<file path="config.mk">
export PLATFORM = sky130hd
export DESIGN_NAME = delay_timer_mc
export DESIGN_NICKNAME = d
export VERILOG_FILES = /design/src/rtl/delay_timer_pkg.sv /design/src/rtl/delay_timer_ch.sv /design/src/rtl/delay_timer_mc.sv
export SDC_FILE = /design/constraint.sdc
export NUM_CORES = 1
export LEC_CHECK = 0
export CAP_MARGIN = 40
export CORE_ASPECT_RATIO = 1.2
export CORE_MARGIN = 2
export CORE_UTILIZATION = 30
export DETAILED_ROUTE_END_ITERATION = 16
export DONT_BUFFER_PORTS = 1
export GPL_ROUTABILITY_DRIVEN = 0
export PLACE_DENSITY_LB_ADDON = 0.2
export SYNTH_ARGS = -nofsm -noshare
export SYNTH_HDL_FRONTEND = slang
export SYNTH_SLANG_ARGS = --single-unit
</file>
<file path="constraint.sdc">
create_clock -name clk -period 3.55 [get_ports clk]
set_input_delay 0.1775 -clock clk [delete_from_list [all_inputs] [get_ports clk]]
set_output_delay 0.1775 -clock clk [all_outputs]
set_load 0.05 [all_outputs]
</file>
<file path="src/rtl/delay_timer_pkg.sv">
// delay_timer_pkg: shared types and helpers for the multi-channel delay timer
package delay_timer_pkg;

    typedef enum logic [1:0] {DLY_ON, DLY_OFF, ONESHOT, RETRIG} mode_e;

    typedef enum logic [1:0] {IDLE, ARM, FIRE, PULSE} state_e;

    // Output is asserted (driven low) while firing or pulsing
    function automatic logic out_active(input state_e s);
        return (s == FIRE) || (s == PULSE);
    endfunction

endpackage

</file>
<file path="src/rtl/delay_timer_ch.sv">
// delay_timer_ch: one timer channel -- edge detect, mode FSM and down-counter on the shared tick
module delay_timer_ch
    import delay_timer_pkg::*;
#(
    parameter int W = 8
) (
    input  logic         clk,
    input  logic         rst_n,
    input  logic         tick,
    input  logic         trig,
    input  logic [1:0]   mode,
    input  logic [W-1:0] weight,
    output logic         delay_out_n,
    output logic         busy
);

    state_e       state_q, state_d;
    mode_e        mode_q, mode_d;
    mode_e        live_mode;
    logic [W-1:0] cnt_q, cnt_d;
    logic [W-1:0] n_q, n_d;
    logic         trig_q, trig_d;
    logic         out_n_q, out_n_d;
    logic         busy_q, busy_d;
    logic         rise, expiry, start;

    // Next-state logic; mode and weight are captured only on leaving IDLE
    always_comb begin
        live_mode = mode_e'(mode);
        trig_d    = trig;
        rise      = trig & ~trig_q;
        expiry    = tick && (cnt_q == W'(1));
        start     = (live_mode == ONESHOT || live_mode == RETRIG) ? rise : trig;
        state_d   = state_q;
        mode_d    = mode_q;
        n_d       = n_q;
        cnt_d     = ((state_q == ARM || state_q == PULSE) && tick && cnt_q != '0) ? cnt_q - W'(1) : cnt_q;
        case (state_q)
            IDLE: begin
                if (start && weight != '0) begin
                    mode_d  = live_mode;
                    n_d     = weight;
                    cnt_d   = weight;
                    state_d = (live_mode == DLY_ON) ? ARM : (live_mode == DLY_OFF) ? FIRE : PULSE;
                end
            end
            ARM: begin
                if (!trig) begin
                    state_d = IDLE;
                    cnt_d   = '0;
                end else if (expiry) begin
                    state_d = FIRE;
                end
            end
            FIRE: begin
                if (!trig) begin
                    state_d = (mode_q == DLY_OFF) ? PULSE : IDLE;
                    cnt_d   = (mode_q == DLY_OFF) ? n_q : '0;
                end
            end
            PULSE: begin
                if (mode_q == DLY_OFF && trig) begin
                    state_d = FIRE;
                end else if (mode_q == RETRIG && rise) begin
                    cnt_d = n_q;
                end else if (expiry) begin
                    state_d = IDLE;
                    cnt_d   = '0;
                end
            end
            default: ;
        endcase
        out_n_d = ~out_active(state_d);
        busy_d  = (state_d != IDLE);
    end

    // State, counter and registered outputs with synchronous active-low reset
    always_ff @(posedge clk) begin
        if (!rst_n) begin
            state_q <= IDLE;
            mode_q  <= DLY_ON;
            cnt_q   <= '0;
            n_q     <= '0;
            trig_q  <= 1'b0;
            out_n_q <= 1'b1;
            busy_q  <= 1'b0;
        end else begin
            state_q <= state_d;
            mode_q  <= mode_d;
            cnt_q   <= cnt_d;
            n_q     <= n_d;
            trig_q  <= trig_d;
            out_n_q <= out_n_d;
            busy_q  <= busy_d;
        end
    end

    assign delay_out_n = out_n_q;
    assign busy        = busy_q;

endmodule

</file>
<file path="src/rtl/delay_timer_mc.sv">
// delay_timer_mc: multi-channel programmable delay timer with shared prescaler.
// Define DELAY_TIMER_SYNC_EN to insert a 2-flop synchroniser on every trigger input.
module delay_timer_mc
    import delay_timer_pkg::*;
#(
    parameter int NUM_CH           = 4,
    parameter int WEIGHT_BIT_WIDTH = 8,
    parameter int PRESCALE_W       = 8
) (
    input  logic                                 clk,
    input  logic                                 rst_n,
    input  logic [NUM_CH-1:0]                    trigger_in,
    input  logic [2*NUM_CH-1:0]                  mode,
    input  logic [NUM_CH*WEIGHT_BIT_WIDTH-1:0]   weighted_bits,
    input  logic [PRESCALE_W-1:0]                prescale_div,
    output logic [NUM_CH-1:0]                    delay_out_n,
    output logic [NUM_CH-1:0]                    busy
);

    logic [PRESCALE_W-1:0] presc_cnt_q, presc_cnt_d;
    logic                  tick;
    logic [NUM_CH-1:0]     trig;

    // Free-running prescaler: tick on reaching the divisor, then wrap
    always_comb begin
        tick        = (presc_cnt_q == prescale_div);
        presc_cnt_d = tick ? '0 : presc_cnt_q + PRESCALE_W'(1);
    end

    // Prescaler register
    always_ff @(posedge clk) begin
        if (!rst_n) presc_cnt_q <= '0;
        else        presc_cnt_q <= presc_cnt_d;
    end

`ifdef DELAY_TIMER_SYNC_EN
    logic [NUM_CH-1:0] sync1_q, sync1_d, sync2_q, sync2_d;

    // Two-stage synchroniser chain for asynchronous triggers
    always_comb begin
        sync1_d = trigger_in;
        sync2_d = sync1_q;
    end

    // Synchroniser flops, cleared on reset
    always_ff @(posedge clk) begin
        if (!rst_n) begin
            sync1_q <= '0;
            sync2_q <= '0;
        end else begin
            sync1_q <= sync1_d;
            sync2_q <= sync2_d;
        end
    end

    assign trig = sync2_q;
`else
    assign trig = trigger_in;
`endif

    for (genvar c = 0; c < NUM_CH; c++) begin : g_ch
        delay_timer_ch #(
            .W(WEIGHT_BIT_WIDTH)
        ) u_ch (
            .clk        (clk),
            .rst_n      (rst_n),
            .tick       (tick),
            .trig       (trig[c]),
            .mode       (mode[2*c +: 2]),
            .weight     (weighted_bits[c*WEIGHT_BIT_WIDTH +: WEIGHT_BIT_WIDTH]),
            .delay_out_n(delay_out_n[c]),
            .busy       (busy[c])
        );
    end

endmodule

</file>
-- Word level (Yosys, flattened, before mapping)
Cells that the tools add are included.
- input port bits: 54
- output and inout port bits: 8
- register bits: 100
- bitwise logic cells: 13
- mux-type cells: 84
- add/subtract/negate cells: 5
- equality and inequality tests: 45
- reductions and logical operators: 61
- operators with widths (operator ; count):
    $mux W8 ; 32
    $pmux W8 S4 ; 4
    $mux W2 ; 36
    $reduce_bool A8 Y1 ; 8
    $eq A2 B2 Y1 const B ; 28
    $eq A8 B1 Y1 const B ; 4
    $pmux W2 S4 ; 4
    $sub A8 B1 Y8 const B ; 4
    $eq A2 B1 Y1 const B ; 12
    $logic_and A1 B1 Y1 ; 24
    $logic_not A2 Y1 ; 8
    $logic_or A1 B1 Y1 ; 12
    $not A1 Y1 ; 9
    $add A8 B1 Y8 const B ; 1
    $eq A8 B8 Y1 ; 1
    $mux W1 ; 8
    $reduce_and A2 Y1 ; 4
    $reduce_bool A2 Y1 ; 4
    $and A1 B1 Y1 ; 4
    $reduce_or A2 Y1 ; 1

-- Logic depth before layout (Yosys ltp)
Gate-level depths: netlist of run 1.
- depth in word-level cells: 9
- depth in mapped cells: 9

-- Modules after synthesis
A second synthesis of run 1 with hierarchy kept.
- cell total of the unflattened synthesis: 656
- area total of the unflattened synthesis: 5476.5 um2
- by module, submodules not included (module ; area each (um2) ; cells an instance ; seq. area each (um2) ; instances):
    delay_timer_ch (g_ch[0].u_ch ...) ; 1271.2 ; 153 ; 460.4 ; 2
    delay_timer_ch (g_ch[2].u_ch ...) ; 1243.7 ; 153 ; 460.4 ; 2
    delay_timer_mc ; 446.7 ; 44 ; 160.2 ; 1

-- Worst setup path before layout of run 1
No wires, ideal clock.
- path type: register to register
- start: register presc_cnt_q[5]
- end: register g_ch[3].u_ch.cnt_q[7]
- cell stages (with the launch flop): 8
- path slack: 1237 ps
- required time: 3435 ps
- clock period less this slack: 2313 ps
- data arrival time: 2198 ps
- cells stage by stage: dfxtp_1 > xor2_1 > nor4_2 > nand2_2 > or4_1 > mux2i_1 > o211ai_1 > o21a_1
- longest elaborated chain between the ends: 8
- ends and longest elaborated chain (what ; line ; RTL):
    start: declaration ; delay_timer_mc.sv:20 ; logic [PRESCALE_W-1:0] presc_cnt_q, presc_cnt_d;
    start signal: assignment ; delay_timer_mc.sv:33 ; else presc_cnt_q <= presc_cnt_d;
    $eq A8 B8 Y1 * ; delay_timer_mc.sv:26 ; tick = (presc_cnt_q == prescale_div);
    $logic_and A1 B1 Y1 (2 in series) ; delay_timer_ch.sv:37 ; cnt_d = ((state_q == ARM || state_q == PULSE) && tick && cnt_q != '0) ? cnt_q - W'(1) : cnt_q;
    $mux W8 ; delay_timer_ch.sv:37 ;
    $mux W8 ; delay_timer_ch.sv:66 ; end else if (expiry) begin
    $mux W8 ; delay_timer_ch.sv:64 ; end else if (mode_q == RETRIG && rise) begin
    $mux W8 ; delay_timer_ch.sv:62 ; if (mode_q == DLY_OFF && trig) begin
    $pmux W8 S4 * ; delay_timer_ch.sv:38 ; case (state_q)
    end signal: assignment ; delay_timer_ch.sv:90 ; cnt_q <= cnt_d;
    end: declaration ; delay_timer_ch.sv:20 ; logic [W-1:0] cnt_q, cnt_d;
Every way passes the cells marked *; elsewhere a longest branch is shown, timed or not.
A chain may end at the register's enable or synchronous reset.

-- Worst setup path after layout of run 1
- start: register presc_cnt_q[0]
- end: register g_ch[3].u_ch.cnt_q[7]
Same word-level chain as after synthesis.

==> results.yml, run 1 <==
sta:
  finalMaxSlewViolations: 0
  final_worst_setup_slack_ns: 1.035
  finalCriticalPeriod_ns: 2.515
  final.setup.tns_ns: 0
  max_clock_freq_ghz: 0.3976
  setup-violations-final: 0
  max_slew_margin_pct: 48.18
  worst_hold_slack_ns: 0.0007475
  hold_viol_final: 0
  setup_repair_after_global_routing_missed_its_margin: "no"
  max_slew.worst_pin.slew_ns: 0.7736
  fin_skew_ns: 0.01204
  timing.final.crit_share_pct: 70.84
worst_setup_path:
  r2r_setup_slack_ns: 1.04
  timing.critical_path.required_ns: 3.81
  r2r_end: "g_ch[3].u_ch.cnt_q[7]"
  start_kind: "flip-flop"
  worstReg2RegStart: "presc_cnt_q[0]"
  worst_r2r_path_depth: 8
  cp-startpoint: "presc_cnt_q[0]"
  path_max_fanout: 17
  crit_arrival_ns: 2.78
  timing_worst_setup_path_type: "reg -> reg"
  critPathCaptureType: "flip-flop"
routing:
  detailedRoute.firstPassIterationCount: 5
  via_cell_ratio: 5.493
  wire_per_inst_um: 17.01
  drc_errors: 0
  via_count: 6207
  dr.first_iter.drc_count: 415
  postRouteAntennaNets: 0
  routed_wl_mm: 19.22
layout:
  final_cell_area_mm2: 0.007219
  finish.cell_count_without_fillers: 1130
  finish.net_count: 923
  syn2layout_area_growth_pct: 15.96
  num_antenna_cells: 0
  share_of_layout_cells_above_drive_strength_1_pct: 6.705
  fin_util_pct: 35.52
clock_network:
  cts_made_buffers: 9
  htreeDepth: 3
  numClockSinks: 100
  root_buffer: "sky130_fd_sc_hd__clkbuf_16"
  clk_transition_reported_paths_ns: 0.08
  cts_tree: "done"
  clock_tree.buffer_depth: 2
  cts_resized: 0
  insertion_delay_ns: 0.37
run:
  cap_viol_max_count: 0
die:
  start_util_pct: 30.63
  placementRows: 57
  design.portCount: 62
  fp.dieArea_mm2: 0.02193
  design.core.area_mm2: 0.02033
  die-height_um: 161.8
  fp.dieW_um: 135.5
global_routing:
  grt_start_max_net_pins: 29
  grt_pass1_wl_mm: 31.12
  grt_antenna_before_repair: 0
  via_count_of_the_first_global_routing_pass: 5933
  globalRouteOverflowTotal: 0
  grt_use_total_pct: 17.78
synthesis:
  post_synth_fa_ha_maj_area_fraction_pct: 1.809
  synthSimpleGateAreaFrac_pct: 26.07
  async_flop_share_pct: 0
  synthesis.nets: 903
  yosysMostFrequentCell: "sky130_fd_sc_hd__nand2_1"
  synthFlopType: "sky130_fd_sc_hd__dfxtp_1"
  synth_xor_xnor_area_share_pct: 5.486
  yosysWarningCount: 0
  synth.area.top_cells: "sky130_fd_sc_hd__dfxtp_1, sky130_fd_sc_hd__a21oi_1, sky130_fd_sc_hd__nand2_1"
  synth_largest_area_cell: "sky130_fd_sc_hd__dfxtp_1"
  yosys.cell_types.count: 66
  syn_avg_cell_area_um2: 7.412
  synth-compound-area-share_pct: 25.76
  synth-seq-area-share_pct: 32.15
  post_synth_mux_area_share_pct: 3.296
  synth-edff-count: 0
  yosys_register_bits: 100
  netlist_area_mm2: 0.006226
  synth_top_family_by_area: "simple AND/OR/NAND/NOR gates"
  yosys-top-cells-count: "sky130_fd_sc_hd__nand2_1, sky130_fd_sc_hd__a21oi_1, sky130_fd_sc_hd__dfxtp_1"
  netlist.area_leader.share_pct: 32.15
  post_synth_inst_count: 840
worst_hold_path:
  worstHoldPathType: "in -> reg"
  worst_hold_endpoint: "g_ch[1].u_ch.n_q[0]"
  hp-start: "weighted_bits[8]"
  hold_depth: 2
placement:
  detailedPlacementHpwl_mm: 13.40
  io_buffer_count: 0
  post-place-cells: 1070
  place_ws_ns: 1.065
  placed_area_mm2: 0.006491
pwr:
  power.density_cell_area_mw_per_mm2: 422.8
  static-leakage-power_nw: 2.735
  worst_ir_drop_vdd_v: 0.0002417
  fin_total_pwr_mw: 3.052
run_status:
  status: "finished clean"
sequential cells by signal, summed over array words and instances (netlist names):
register and flops:
g_ch.u_ch.cnt_q 32, g_ch.u_ch.n_q 32, g_ch.u_ch.mode_q 8, g_ch.u_ch.state_q 8, presc_cnt_q 8, g_ch.u_ch.busy 4, g_ch.u_ch.delay_out_n 4, g_ch.u_ch.trig_q 4
how the worst max path moves through the flow:
stage                                  endpoint  slack (ns)  depth (start not counted)
after detailed placement  g_ch[3].u_ch.cnt_q[7]        1.06                          8
after global routing      g_ch[3].u_ch.cnt_q[3]        0.79                          8
final                     g_ch[3].u_ch.cnt_q[7]        1.04                          8
after floorplan           g_ch[3].u_ch.cnt_q[7]        1.24                          7
after CTS                 g_ch[3].u_ch.cnt_q[7]        1.03                          8
after global placement    g_ch[3].u_ch.cnt_q[7]        0.51                          7
layer usage:
metal,GRT usage [%],vias up,wire length (um)
met1,22.80,2942,8485
li1,-,3059,-
met3,2.434,27,893
met4,7.576,0,455
met5,0,-,0
met2,29.83,179,9390
where the power goes:
group / internal [mW] / switching [mW]
logic: 0.301 / 0.396
clock network: 0.486 / 0.491
registers: 1.22 / 0.159
total: 2.01 / 1.05
cells by family (layout without fill, tap and decap cells):
group,after synthesis,in the layout
flip-flops,100,100
adder cells (fa/ha/maj),9,9
multiplexers,20,20
AO/OA/AOI/OAI,256,256
buffers and inverters,81,106
AND/OR/NAND/NOR,335,335
XOR/XNOR,39,39
critical path: stages (launching register included):
cell and delay (ns):
sky130_fd_sc_hd__dfxtp_1 0.46, sky130_fd_sc_hd__xor2_1 0.12, sky130_fd_sc_hd__nor4_2 0.25, sky130_fd_sc_hd__buf_4 0.22, sky130_fd_sc_hd__nand2_2 0.26, sky130_fd_sc_hd__or4_1 0.57
sky130_fd_sc_hd__mux2i_1 0.22, sky130_fd_sc_hd__o211ai_1 0.11, sky130_fd_sc_hd__o21a_1 0.20
final cells by class:
cell class,count,area (um2)
inverter,25,93.84
multi-input combinational,659,3886
fill,2203,13110
clock buffer,9,225.2
tap,265,331.6
timing repair buffer,65,623.1
clock inverter,7,57.56
sequential,100,2002
what timing repair did:
item                                   4_1_cts  5_1_grt
endpoints found under the hold margin       67        0
buffers inserted                             0        0
hold buffers                                43        0
cell usage in the layout, fill, tap and decap left out, types with 10 or more instances in the layout:
cell / n
sky130_fd_sc_hd__nor2_1: 71
sky130_fd_sc_hd__nor4_1: 16
sky130_fd_sc_hd__a21oi_1: 103
sky130_fd_sc_hd__xor2_1: 22
sky130_fd_sc_hd__dfxtp_1: 100
sky130_fd_sc_hd__a22oi_1: 10
sky130_fd_sc_hd__a31oi_1: 15
sky130_fd_sc_hd__nor2b_1: 10
sky130_fd_sc_hd__nand4_1: 10
sky130_fd_sc_hd__o21ai_0: 42
sky130_fd_sc_hd__o22ai_1: 10
sky130_fd_sc_hd__buf_4: 20
sky130_fd_sc_hd__nand3_1: 24
sky130_fd_sc_hd__nor3_1: 15
sky130_fd_sc_hd__mux2i_1: 16
sky130_fd_sc_hd__and3_1: 20
sky130_fd_sc_hd__inv_1: 24
sky130_fd_sc_hd__dlygate4sd3_1: 43
sky130_fd_sc_hd__xnor2_1: 17
sky130_fd_sc_hd__nand2_1: 123
Power figures use the tool's default switching activity.
==> run 2, diff against run 1 <==
==> constraint.sdc (replaced) <==
create_clock -name clk -period 2.3 [get_ports clk]
set_input_delay 0.115 -clock clk [delete_from_list [all_inputs] [get_ports clk]]
set_output_delay 0.115 -clock clk [all_outputs]
set_load 0.05 [all_outputs]
==> run 2 against run 1 <==
  * Utilization is 2.1 points higher
  * Largest power group unchanged
  * Clock skew is 0.0042 ns higher
  * Worst setup slack worse by 0.95 ns
  * First-iteration DRC count is 5.8% higher
  * Register-to-register slack worse by 0.95 ns
  * Non-clock buffer count is 46 higher
  * Sequential power is 53% higher
  * Via count is 1.9% higher
  * Critical path depth is 1 higher
==> results.yml, run 2 (synthesis gave the netlist of run 1 again) <==
worst_setup_path:
  worst_setup_path_endpoint: "g_ch[0].u_ch.cnt_q[0]"
  cp-startpoint: "presc_cnt_q[7]"
  worstReg2RegStart: "presc_cnt_q[7]"
  crit_chain: "xor2_1 -> nor4_2 -> buf_4 -> and2_1 -> buf_4 -> and3_1 -> xnor2_1 -> a211o_1 -> a221oi_2"
  timing.critical_path.required_ns: 2.58
  critical_path.slowest_cell: "sky130_fd_sc_hd__dfxtp_2"
  critPathCaptureType: "flip-flop"
  path_common_cell: "sky130_fd_sc_hd__buf_4"
  path_max_fanout: 8
  r2r_end: "g_ch[0].u_ch.cnt_q[0]"
  worst_r2r_path_depth: 9
  crit_arrival_ns: 2.50
  r2r_setup_slack_ns: 0.08
  crit_path_max_incr_delay_ns: 0.33
  start_kind: "flip-flop"
  timing_worst_setup_path_type: "reg -> reg"
global_routing:
  grt_use_total_pct: 18.56
  grt_antenna_before_repair: 0
  globalRouteOverflowTotal: 0
  global_route.usage.met3_pct: 3.589
  global_route_met1_usage_pct: 22.70
  grt_pass1_wl_mm: 32.35
  via_count_of_the_first_global_routing_pass: 6269
  globalRoute.busiestLayer: "met2"
  grt_start_max_net_pins: 43
  grt.met2_usage_pct: 31.73
worst_hold_path:
  worstHoldPathType: "in -> reg"
die:
  placementRows: 57
  die-height_um: 161.8
  design.portCount: 62
  fp.dieW_um: 135.5
  design.core.area_mm2: 0.02033
  fp.dieArea_mm2: 0.02193
  start_util_pct: 30.63
routing:
  dr.first_iter.drc_count: 439
  postRouteAntennaNets: 0
  via_count: 6326
  detailedRoute.firstPassIterationCount: 8
  via_cell_ratio: 5.384
  routed_wl_mm: 20.08
  drc_errors: 0
  wire_per_inst_um: 17.09
run_status:
  status: "finished clean"
sta:
  finalCriticalPeriod_ns: 2.217
  max_clock_freq_ghz: 0.4511
  setup_repair_after_global_routing_missed_its_margin: "yes"
  max_slew.worst_pin.slew_ns: 0.5055
  finalMaxSlewViolations: 0
  setup-violations-final: 0
  hold_viol_final: 0
  timing.final.crit_share_pct: 96.38
  max_slew_margin_pct: 66.12
  final.setup.tns_ns: 0
  fin_skew_ns: 0.01624
clock_network:
  htreeDepth: 3
  cts_tree: "done"
  root_buffer: "sky130_fd_sc_hd__clkbuf_16"
  numClockSinks: 100
  insertion_delay_ns: 0.37
  clk_transition_reported_paths_ns: 0.07
  cts_made_buffers: 9
  clock_tree.buffer_depth: 2
pwr:
  fin_total_pwr_mw: 4.822
  clockPowerShare_pct: 31.2
  power_frac_comb_pct: 25.0
  power_switching_mw: 1.636
  static-leakage-power_nw: 2.979
  seqPwrFrac_pct: 43.8
  internal_power_mw: 3.186
  power.density_cell_area_mw_per_mm2: 630.7
  power.share.switching_pct: 33.93
  worst_ir_drop_vdd_v: 0.0003717
layout:
  syn2layout_area_growth_pct: 22.79
  biggestRegsByFlops: "g_ch.u_ch.cnt_q (32), g_ch.u_ch.n_q (32)"
  share_of_layout_cells_above_drive_strength_1_pct: 12.86
  leading_cell_type_in_the_layout_fill_and_taps_excluded: "sky130_fd_sc_hd__nand2_1"
  finish.cell_count_without_fillers: 1175
  layout.cells.most_common_list: "sky130_fd_sc_hd__nand2_1, sky130_fd_sc_hd__a21oi_1, sky130_fd_sc_hd__dfxtp_1"
  num_antenna_cells: 0
  finish.net_count: 969
placement:
  io_buffer_count: 0
  post-place-cells: 1113
  detailedPlacementHpwl_mm: 14.24
run:
  cap_viol_max_count: 0
## run 2: cell types whose count changed in the layout (fill, tap and decap cells not counted), sizes merged
cell	before	now
clkinvlp	2	1
dlygate4sd3	43	42
inv	28	27
clkbuf	9	10
buf	22	69
## run 2: metal layers
metal | share of wire, % | up-vias
met2 | 49 | 141
met1 | 44 | 3009
met5 | 0 | -
met3 | 4.3 | 37
met4 | 2.7 | 0
li1 | - | 3139
## run 2: layout make-up
class / instances / area [um2]
Clock inverter: 5 / 35.03
Inverter: 25 / 93.84
Fill cell: 2200 / 12680
Multi-Input combinational cell: 659 / 3969
Sequential cell: 100 / 2006
Timing Repair Buffer: 111 / 970.9
Clock buffer: 10 / 239.0
Tap cell: 265 / 331.6
## run 2: critical path, delay by kind of cell (launching register included)
| family | cells | cell delay, ns |
|---|---|---|
| compound gates | 2 | 0.54 |
| xor+xnor | 2 | 0.25 |
| buf+inv | 2 | 0.36 |
| flops | 1 | 0.33 |
| simple gates | 3 | 0.64 |
## run 2: what timing repair did
action / in CTS / in global routing
endpoints found under the setup margin: 0 / 25
hold buffers: 43 / 0
endpoints found under the hold margin: 79 / 0
gates resized for setup: 0 / 21
setup buffers: 0 / 4
## run 2: worst min-delay path by stage
stage	start	to	slack [ns]	cells after the start
after global placement	trigger_in[1]	g_ch[1].u_ch.trig_q	0.24	1
after global routing	trigger_in[2]	g_ch[2].u_ch.trig_q	0.007	2
final	weighted_bits[0]	g_ch[0].u_ch.cnt_q[0]	0.02	2
after CTS	weighted_bits[0]	g_ch[0].u_ch.cnt_q[0]	0.001	2
after detailed placement	trigger_in[1]	g_ch[1].u_ch.trig_q	0.25	1
after floorplan	weighted_bits[1]	g_ch[0].u_ch.n_q[1]	0.25	2
## run 2: power by group through the flow
stage / Combinational, mW / Clock, mW / Sequential (mW)
finish: 1.21 / 1.50 / 2.11
global route: 1.35 / 1.61 / 2.14
CTS: 1.18 / 1.55 / 2.11
detailed placement: 1.09 / 0 / 2.15
global placement: 1.10 / 0 / 2.15
floorplan: 0.900 / 0 / 2.02
## run 2: per-stage QoR
step | util [%] | area [um2] | hold slack (ns) | setup slack [ns]
finish | 37.61 | 7645 | 0.01541 | 0.08330
global route | 37.61 | 7645 | 0.007275 | -0.04273
CTS | 37.05 | 7530 | 0.001444 | 0.03107
detailed placement | 33.53 | 6815 | 0.2455 | 0.04849
global placement | 33.53 | 6815 | 0.2390 | 0.05601
floorplan | - | 6235 | 0.2510 | 0.01504
